## src/rtl/conv_seq_pkg.sv

```systemverilog
// conv_seq_pkg: shared state enum, inst_w encodings and default sizes
// for the conv sequencer and its accumulation address generator.
package conv_seq_pkg;

   localparam int ROW_D   = 8;
   localparam int COL_D   = 8;
   localparam int KSZ_D   = 3;
   localparam int IN_W_D  = 6;
   localparam int OUT_W_D = IN_W_D - KSZ_D + 1;

   localparam int LEN_KIJ  = KSZ_D * KSZ_D;
   localparam int LEN_NIJ  = IN_W_D * IN_W_D;
   localparam int LEN_ONIJ = OUT_W_D * OUT_W_D;

   // internal counter width, ample for every phase length
   localparam int CW = 16;

   localparam logic [1:0] INST_IDLE  = 2'b00;
   localparam logic [1:0] INST_KLOAD = 2'b01;
   localparam logic [1:0] INST_XLOAD = 2'b10;

   typedef enum logic [2:0] {
      S_IDLE,
      S_KLOAD,
      S_KGAP,
      S_ALOAD,
      S_XGAP,
      S_DRAIN,
      S_ACC,
      S_FIN
   } state_e;

endpackage

```

## src/rtl/conv_acc_addr_gen.sv

```systemverilog
// conv_acc_addr_gen: pmem read address for output pixel o, kernel tap j.
// Ports: clr zeroes orow/ocol, step advances to the next pixel, j = tap,
//   addr = j*LEN_NIJ + (orow+j/KSZ)*IN_W + ocol + j%KSZ.
module conv_acc_addr_gen
   import conv_seq_pkg::*;
#(
   parameter int KSZ   = KSZ_D,
   parameter int IN_W  = IN_W_D,
   parameter int OUT_W = OUT_W_D,
   parameter int PA_W  = 11
)(
   input  logic            clk,
   input  logic            reset,
   input  logic            clr,
   input  logic            step,
   input  logic [CW-1:0]   j,
   output logic [PA_W-1:0] addr
);

   localparam logic [CW-1:0] K_C   = CW'(KSZ);
   localparam logic [CW-1:0] OC_LS = CW'(OUT_W - 1);

   logic [CW-1:0] orow_q, orow_d;
   logic [CW-1:0] ocol_q, ocol_d;
   logic [CW-1:0] krow, kcol;

   // pixel row/col tracked as counters instead of dividing o
   always_comb begin
      orow_d = orow_q;
      ocol_d = ocol_q;
      if (clr) begin
         orow_d = '0;
         ocol_d = '0;
      end else if (step) begin
         if (ocol_q == OC_LS) begin
            ocol_d = '0;
            orow_d = orow_q + 1'b1;
         end else begin
            ocol_d = ocol_q + 1'b1;
         end
      end
   end

   always_ff @(posedge clk) begin
      if (!reset) begin
         orow_q <= '0;
         ocol_q <= '0;
      end else begin
         orow_q <= orow_d;
         ocol_q <= ocol_d;
      end
   end

   // j is tiny and KSZ constant, so this folds to a small table
   always_comb begin
      krow = j / K_C;
      kcol = j % K_C;
      addr = PA_W'(j) * PA_W'(IN_W * IN_W)
           + PA_W'(orow_q + krow) * PA_W'(IN_W)
           + PA_W'(ocol_q + kcol);
   end

endmodule

```

## src/rtl/conv_seq_ctrl.sv

```systemverilog
// conv_seq_ctrl: per-kij kernel load, activation load, OFIFO drain into
// pmem, then one accumulation pass per output pixel. All outputs registered.
// Ports: clk, reset (sync, active-low), start/busy/done, inst_w,
//   xmem CEN/WEN/A, ofifo_valid/ofifo_rd, pmem CEN/WEN/A, SFP acc/acc_clr/
//   sfp_valid, kij.
module conv_seq_ctrl
   import conv_seq_pkg::*;
#(
   parameter int ROW   = ROW_D,
   parameter int COL   = COL_D,
   parameter int KSZ   = KSZ_D,
   parameter int IN_W  = IN_W_D,
   parameter int OUT_W = OUT_W_D,
   parameter int XA_W  = 11,
   parameter int PA_W  = 11,
   parameter int WBASE = 1024,
   parameter int KGAP  = 10,
   parameter int XGAP  = 30
)(
   input  logic            clk,
   input  logic            reset,
   input  logic            start,
   input  logic            ofifo_valid,
   output logic            busy,
   output logic            done,
   output logic [1:0]      inst_w,
   output logic            CEN_xmem,
   output logic            WEN_xmem,
   output logic [XA_W-1:0] A_xmem,
   output logic            ofifo_rd,
   output logic            CEN_pmem,
   output logic            WEN_pmem,
   output logic [PA_W-1:0] A_pmem,
   output logic            acc,
   output logic            acc_clr,
   output logic            sfp_valid,
   output logic [3:0]      kij
);

   localparam int N_KIJ  = KSZ * KSZ;
   localparam int N_NIJ  = IN_W * IN_W;
   localparam int N_ONIJ = OUT_W * OUT_W;

   localparam logic [CW-1:0] C_KLD  = CW'(COL - 1);
   localparam logic [CW-1:0] C_KGP  = CW'(KGAP - 1);
   localparam logic [CW-1:0] C_ALD  = CW'(N_NIJ - 1);
   localparam logic [CW-1:0] C_XGP  = CW'(XGAP - 1);
   localparam logic [CW-1:0] C_NIJ  = CW'(N_NIJ);
   localparam logic [CW-1:0] C_ONE  = CW'(1);
   localparam logic [CW-1:0] C_RDE  = CW'(N_KIJ);
   localparam logic [CW-1:0] C_PIX  = CW'(N_KIJ + 2);
   localparam logic [CW-1:0] C_ONIJ = CW'(N_ONIJ - 1);
   localparam logic [3:0]    K_LAST = 4'(N_KIJ - 1);

   if (N_KIJ * N_NIJ > (32'(1) << PA_W)) begin : g_pa_chk
      $error("pmem address space too small for all psums");
   end
   if (WBASE + N_KIJ * COL > (32'(1) << XA_W)) begin : g_xa_chk
      $error("xmem address space too small for weights");
   end
   if (OUT_W != IN_W - KSZ + 1) begin : g_ow_chk
      $error("OUT_W must equal IN_W-KSZ+1");
   end
   if (N_KIJ > 16 || ROW < 1) begin : g_sz_chk
      $error("kernel too large for kij port or ROW invalid");
   end

   state_e          state_q, state_d;
   logic [CW-1:0]   cnt_q, cnt_d;
   logic [CW-1:0]   wr_q, wr_d;
   logic [CW-1:0]   o_q, o_d;
   logic [3:0]      kij_q, kij_d;
   logic            busy_q, busy_d;
   logic            done_q, done_d;
   logic [1:0]      inst_q, inst_d;
   logic            cen_x_q, cen_x_d;
   logic            wen_x_q, wen_x_d;
   logic [XA_W-1:0] a_x_q, a_x_d;
   logic            rd_q, rd_d;
   logic            cen_p_q, cen_p_d;
   logic            wen_p_q, wen_p_d;
   logic [PA_W-1:0] a_p_q, a_p_d;
   logic            acc_q, acc_d;
   logic            clr_q, clr_d;
   logic            sfpv_q, sfpv_d;
   logic [PA_W-1:0] acc_addr;

   // orow/ocol held at 0 until ACC; they advance after each pixel's
   // last cycle so they are valid again by that pixel's first read
   conv_acc_addr_gen #(
      .KSZ   (KSZ),
      .IN_W  (IN_W),
      .OUT_W (OUT_W),
      .PA_W  (PA_W)
   ) u_addr (
      .clk   (clk),
      .reset (reset),
      .clr   (state_q != S_ACC),
      .step  ((state_q == S_ACC) && (cnt_q == C_PIX)),
      .j     (cnt_q),
      .addr  (acc_addr)
   );

   always_comb begin
      state_d = state_q;
      cnt_d   = cnt_q;
      wr_d    = wr_q;
      o_d     = o_q;
      kij_d   = kij_q;
      unique case (state_q)
         S_IDLE: begin
            if (start) begin
               state_d = S_KLOAD;
               cnt_d   = '0;
               kij_d   = '0;
            end
         end
         S_KLOAD: begin
            if (cnt_q == C_KLD) begin
               state_d = S_KGAP;
               cnt_d   = '0;
            end else begin
               cnt_d = cnt_q + 1'b1;
            end
         end
         S_KGAP: begin
            if (cnt_q == C_KGP) begin
               state_d = S_ALOAD;
               cnt_d   = '0;
            end else begin
               cnt_d = cnt_q + 1'b1;
            end
         end
         S_ALOAD: begin
            if (cnt_q == C_ALD) begin
               state_d = S_XGAP;
               cnt_d   = '0;
            end else begin
               cnt_d = cnt_q + 1'b1;
            end
         end
         S_XGAP: begin
            if (cnt_q == C_XGP) begin
               state_d = S_DRAIN;
               cnt_d   = '0;
               wr_d    = '0;
            end else begin
               cnt_d = cnt_q + 1'b1;
            end
         end
         S_DRAIN: begin
            // wr_q reaching N_NIJ means the last write is on the bus now
            if (wr_q == C_NIJ) begin
               cnt_d = '0;
               if (kij_q == K_LAST) begin
                  state_d = S_ACC;
                  o_d     = '0;
               end else begin
                  state_d = S_KLOAD;
                  kij_d   = kij_q + 1'b1;
               end
            end
         end
         S_ACC: begin
            if (cnt_q == C_PIX) begin
               cnt_d = '0;
               if (o_q == C_ONIJ) begin
                  state_d = S_FIN;
               end else begin
                  o_d = o_q + 1'b1;
               end
            end else begin
               cnt_d = cnt_q + 1'b1;
            end
         end
         S_FIN: begin
            state_d = S_IDLE;
         end
         default: begin
            state_d = S_IDLE;
         end
      endcase

      // registered outputs describe the cycle that state_d/cnt_d name
      busy_d  = (state_d != S_IDLE) && (state_d != S_FIN);
      done_d  = (state_d == S_FIN);
      inst_d  = INST_IDLE;
      cen_x_d = 1'b1;
      wen_x_d = 1'b1;
      a_x_d   = a_x_q;
      rd_d    = 1'b0;
      cen_p_d = 1'b1;
      wen_p_d = 1'b1;
      a_p_d   = a_p_q;
      acc_d   = 1'b0;
      clr_d   = 1'b0;
      sfpv_d  = 1'b0;
      unique case (state_d)
         S_KLOAD: begin
            inst_d  = INST_KLOAD;
            cen_x_d = 1'b0;
            a_x_d   = XA_W'(WBASE)
                    + XA_W'(kij_d) * XA_W'(COL)
                    + XA_W'(cnt_d);
         end
         S_ALOAD: begin
            inst_d  = INST_XLOAD;
            cen_x_d = 1'b0;
            a_x_d   = XA_W'(cnt_d);
         end
         S_DRAIN: begin
            // in DRAIN cnt counts pops issued
            rd_d = ofifo_valid && (cnt_d < C_NIJ);
            if (rd_d) begin
               cnt_d = cnt_d + 1'b1;
            end
            if (rd_q) begin
               cen_p_d = 1'b0;
               wen_p_d = 1'b0;
               a_p_d   = PA_W'(kij_d) * PA_W'(N_NIJ)
                       + PA_W'(wr_q);
               wr_d    = wr_q + 1'b1;
            end
         end
         S_ACC: begin
            clr_d  = (cnt_d == '0);
            acc_d  = (cnt_d > C_ONE) && (cnt_d < C_PIX);
            sfpv_d = (cnt_d == C_PIX);
            if ((cnt_d != '0) && (cnt_d <= C_RDE)) begin
               cen_p_d = 1'b0;
               a_p_d   = acc_addr;
            end
         end
         default: begin
         end
      endcase
   end

   always_ff @(posedge clk) begin
      if (!reset) begin
         state_q <= S_IDLE;
         cnt_q   <= '0;
         wr_q    <= '0;
         o_q     <= '0;
         kij_q   <= '0;
         busy_q  <= 1'b0;
         done_q  <= 1'b0;
         inst_q  <= INST_IDLE;
         cen_x_q <= 1'b1;
         wen_x_q <= 1'b1;
         a_x_q   <= '0;
         rd_q    <= 1'b0;
         cen_p_q <= 1'b1;
         wen_p_q <= 1'b1;
         a_p_q   <= '0;
         acc_q   <= 1'b0;
         clr_q   <= 1'b0;
         sfpv_q  <= 1'b0;
      end else begin
         state_q <= state_d;
         cnt_q   <= cnt_d;
         wr_q    <= wr_d;
         o_q     <= o_d;
         kij_q   <= kij_d;
         busy_q  <= busy_d;
         done_q  <= done_d;
         inst_q  <= inst_d;
         cen_x_q <= cen_x_d;
         wen_x_q <= wen_x_d;
         a_x_q   <= a_x_d;
         rd_q    <= rd_d;
         cen_p_q <= cen_p_d;
         wen_p_q <= wen_p_d;
         a_p_q   <= a_p_d;
         acc_q   <= acc_d;
         clr_q   <= clr_d;
         sfpv_q  <= sfpv_d;
      end
   end

   assign busy      = busy_q;
   assign done      = done_q;
   assign inst_w    = inst_q;
   assign CEN_xmem  = cen_x_q;
   assign WEN_xmem  = wen_x_q;
   assign A_xmem    = a_x_q;
   assign ofifo_rd  = rd_q;
   assign CEN_pmem  = cen_p_q;
   assign WEN_pmem  = wen_p_q;
   assign A_pmem    = a_p_q;
   assign acc       = acc_q;
   assign acc_clr   = clr_q;
   assign sfp_valid = sfpv_q;
   assign kij       = kij_q;

endmodule
```

## config.mk

```make
export PLATFORM = sky130hd
export DESIGN_NAME = conv_seq_ctrl
export DESIGN_NICKNAME = d
export VERILOG_FILES = /design/src/rtl/conv_seq_pkg.sv /design/src/rtl/conv_acc_addr_gen.sv /design/src/rtl/conv_seq_ctrl.sv
export SDC_FILE = /design/constraint.sdc
export NUM_CORES = 1
export LEC_CHECK = 0
export ABC_AREA = 1
export CAP_MARGIN = 20
export CORE_MARGIN = 2
export CORE_UTILIZATION = 60
export DETAILED_ROUTE_END_ITERATION = 7
export DONT_BUFFER_PORTS = 1
export PLACE_DENSITY_LB_ADDON = 0.1
export SLEW_MARGIN = 20
export SYNTH_ARGS = -nofsm -noshare
export SYNTH_HDL_FRONTEND = slang
export SYNTH_SLANG_ARGS = --single-unit
```

## constraint.sdc

```tcl
create_clock -name clk -period 12.4 [get_ports clk]
set_clock_uncertainty 0.2 [all_clocks]
set_input_delay 1.86 -clock clk [delete_from_list [all_inputs] [get_ports clk]]
set_output_delay 1.86 -clock clk [all_outputs]
set_load 0.02 [all_outputs]
```

==> Implementation_results.wiki <==
{| class="wikitable"
! Metric !! Value
|-
| Register-to-register path setup slack || 2.53 ns
|-
| Library cell with the highest instance count after synthesis || inv_1
|-
| #FFs+latches synth || 114
|-
| Upper clock frequency limit || about 100 MHz
|-
| Critical-path maximum fanout || 7
|-
| Initial Utilization || 0.608
|-
| Post-Synthesis Cells || about 1,300
|-
| Worst min path class || register to register
|-
| Die ar. || 15,500 µm²
|-
| Total clock sinks || between 100 and 150
|-
| CTS HTree Levels || 4
|-
| Worst slew margin relative to its limit || 0.396
|-
| Setup Crit Path Kind || register to register
|-
| Hold-fix buffer count after cts || 0
|-
| Maximum clock path buffer count || 2
|-
| Total DRC errors in the routed layout || 0
|-
| Layout area overhead || 8.80%
|-
| RSZ-0062 raised after global routing || false
|-
| Endpoint of the worst register-to-register path || A_pmem[10]$_SDFFE_PN0P_
|-
| Critical Path Source Type || register
|-
| Reg-to-reg critical path startpoint || cnt_q[13]$_SDFF_PN0_
|-
| Count of cells along the worst register-to-register path || 66
|-
| Final-report hold violation count || 0
|-
| Detailed-route vias per instance || roughly 5.7
|-
| Horizontal extent of the die || 125 µm
|-
| Clock tree from TritonCTS || built
|-
| Inserted Diodes || 0
|-
| Share of the synthesized area in the top cell type || 0.261
|-
| Port Buffers || 0
|-
| Count of endpoints failing setup in the final report || 0
|-
| Wire length of the first global-routing pass || 35.5 mm
|-
| Routed wirelength normalized by instance count || 14.6 µm
|-
| Die Y || 125 µm
|-
| Clock slew seen by the registers of the worst setup and hold paths || 0.06 ns
|-
| Antenna violations before repair || 0
|-
| Post-Synthesis Net Count || 1,349
|-
| Launching element of the worst setup path || cnt_q[13]$_SDFF_PN0_
|-
| Number of pins with negative max-slew slack in the final report || 0
|-
| Max Cap Violations || 0
|-
| Cell taking the most area after synthesis || dfxtp_1
|-
| Critical Path Slowest Stage Cell || fa_1
|-
| Share of the yosys chip area belonging to registers || 0.261
|-
| Pin slew with the least headroom to its limit || 0.903 ns
|-
| Leading post-synthesis cells by instance count || inv_1, nand2_1, nor2_1
|-
| Synth Warn # || 0
|-
| Cells resized by post-CTS repair || 0
|-
| Number of vias after detailed routing || 8,177
|-
| Buffers inserted by post-CTS timing repair || 0
|-
| Async set-or-reset flop fraction in the synthesized netlist || 0
|-
| Number of routed nets with antenna violations || 0
|-
| IO Pins || between 40 and 50
|-
| Via count of the first global-routing pass || 7,495
|-
| Count of flip-flops with a built-in enable after synthesis || 0
|-
| Count of routing violations after the opening detailed-route iteration || 542
|-
| Top_reg_cell synth || dfxtp_1
|-
| Total routing resource utilization after global routing || 0.277
|-
| Total leakage power || ~4.2 nW
|-
| Fraction of final layout cells with drive strength greater than 1 || 0.0705
|-
| Critical path endpoint || A_pmem[10]$_SDFFE_PN0P_
|-
| Post-layout nets || roughly 1,300
|-
| Number of buffers added by the clock tree synthesis step || 17
|-
| CTS Root Buffer Type || clkbuf_16
|-
| Cell Count Post-Placement || 1,415
|-
| Dominant cell type by count on the critical path || nand2_2
|-
| Std cell rows || 44
|-
| Worst-skew pair later-pin latency || roughly 0.43 ns
|-
| Outcome || finished, final reports clean
|-
| Portion of the clock cycle consumed by the worst path in the final layout || 0.796
|-
| Number of distinct library cell variants in the gate-level netlist after synthesis || between 50 and 60
|-
| First drt pass iteration count || 5
|-
| Required time of the critical path || 12.56 ns
|-
| GRT Residual Overflow || 0
|-
| Main area contributors after synthesis || dfxtp_1, ha_1, inv_1
|-
| Post-detail-place hpwl || 16.1 mm
|-
| Maximum number of pins on one net before global-route repair || 42
|-
| Total power divided by cell area || roughly 100 nW/µm²
|-
| Final critical delay including setup and external delays || 9.87 ns
|-
| CP endpoint kind || register
|-
| Setup_tns || 0 ns
|-
| Core Footprint || ~14,000 µm²
|-
| Data arrival, critical path || between 10 and 15 ns
|-
| Post-synthesis average cell area || roughly 7.0 µm²
|-
| Maximum vdd ir drop || between 90 and 100 µV
|-
| Gpl congestion || 0.922
|-
| Netlist Area Pre-Place || 8730 µm²
|-
| Final routed wirelength across all metal layers || 21.1 mm
|-
| Largest incremental delay on the critical path || about 0.53 ns
|-
| Cell Count, Final, Fillers Out || 1,447
|}
==> layout make-up <==
class	count	area (µm²)
multi-input combinational	900	5540
fill	1299	4870
sequential	114	2280
inverter	215	807
clock buffer	19	453
tap	184	230
clock inverter	13	175
timing repair buffer	2	15.0
==> state kept, by name, indices dropped and copies added (netlist names), 2 cells and up <==
signal	flops
cnt_q	16
state_q	3
inst_w	2
u_addr.orow_q	10
wr_q	16
A_pmem	11
o_q	16
kij	4
A_xmem	11
u_addr.ocol_q	16
==> stage by stage <==
stage,cell area (µm²),hold slack (ns),setup slack [ns],total power [W],utilization
after floorplan,8730,0.222,3.68,0.000423,-
after global placement,8870,0.239,2.87,0.000431,0.618
after detailed placement,8870,0.243,2.67,0.000431,0.618
after CTS,9500,0.256,2.61,0.000953,0.661
after global routing,9500,0.287,1.53,0.000975,0.661
final,9500,0.254,2.53,0.000946,0.661
==> worst max-delay path, delay by kind of cell, from the launching register on <==
kind	cells	cell delay (ns)
buffers and inverters	8	0.64
adders and majority gates	8	2.81
AOI/OAI and AO/OA	6	1.03
and+or+nand+nor	39	3.57
DFF	1	0.46
xor gates and xnor gates	5	1.08
==> kinds of logic after synthesis <==
| family | after synthesis | share of synthesized area |
|---|---|---|
| buf+inv | 240 | 0.104 |
| xor+xnor | 47 | 0.0471 |
| flops | 114 | 0.261 |
| simple gates | 505 | 0.268 |
| compound gates | 256 | 0.169 |
| other cells | 1 | 0.000429 |
| fa+ha+maj | 91 | 0.150 |
==> per-layer routing <==
metal / global-route usage / vias to the layer above / wire, µm
li1: - / 4161 / -
met1: 0.375 / 3777 / 9730
met2: 0.447 / 209 / 9850
met3: 0.0558 / 30 / 1170
met4: 0.0859 / 0 / 371
met5: 0 / - / 0
==> how the worst min path moves through the flow <==
| stage | start | endpoint | cells past startpoint |
|---|---|---|---|
| final | u_addr.ocol_q[12]$_SDFFE_PP0P_ | u_addr.ocol_q[12]$_SDFFE_PP0P_ | 1 |
| after global routing | u_addr.ocol_q[12]$_SDFFE_PP0P_ | u_addr.ocol_q[12]$_SDFFE_PP0P_ | 1 |
| after CTS | u_addr.ocol_q[12]$_SDFFE_PP0P_ | u_addr.ocol_q[12]$_SDFFE_PP0P_ | 1 |
| after detailed placement | u_addr.ocol_q[12]$_SDFFE_PP0P_ | u_addr.ocol_q[12]$_SDFFE_PP0P_ | 1 |
| after global placement | u_addr.ocol_q[12]$_SDFFE_PP0P_ | u_addr.ocol_q[12]$_SDFFE_PP0P_ | 1 |
| after floorplan | u_addr.ocol_q[12]$_SDFFE_PP0P_ | u_addr.ocol_q[12]$_SDFFE_PP0P_ | 1 |
==> cell usage in the layout (no fill, tap or decap), types with 6 or more instances in the layout <==
cell,n
nand2_2,23
nand2_1,179
nor2_1,127
a21oi_1,96
inv_2,8
o21ai_0,88
a211oi_1,11
xnor2_1,14
nand4_1,24
nand3_2,10
xor2_1,33
nor4_1,18
a22oi_1,6
nand3_1,65
fa_1,23
o21a_1,6
o22ai_1,6
clkbuf_16,17
ha_1,68
inv_1,205
nor3_1,41
dfxtp_1,114
o21ai_1,8
==> where the power goes <==
| part | switching (W) | internal, W | total (W) |
|---|---|---|---|
| registers | 0.00000997 | 0.000372 | 0.000382 |
| clock network | 0.000192 | 0.000330 | 0.000522 |
| logic | 0.0000289 | 0.0000133 | 0.0000421 |
(Power assumes the default switching activity.)
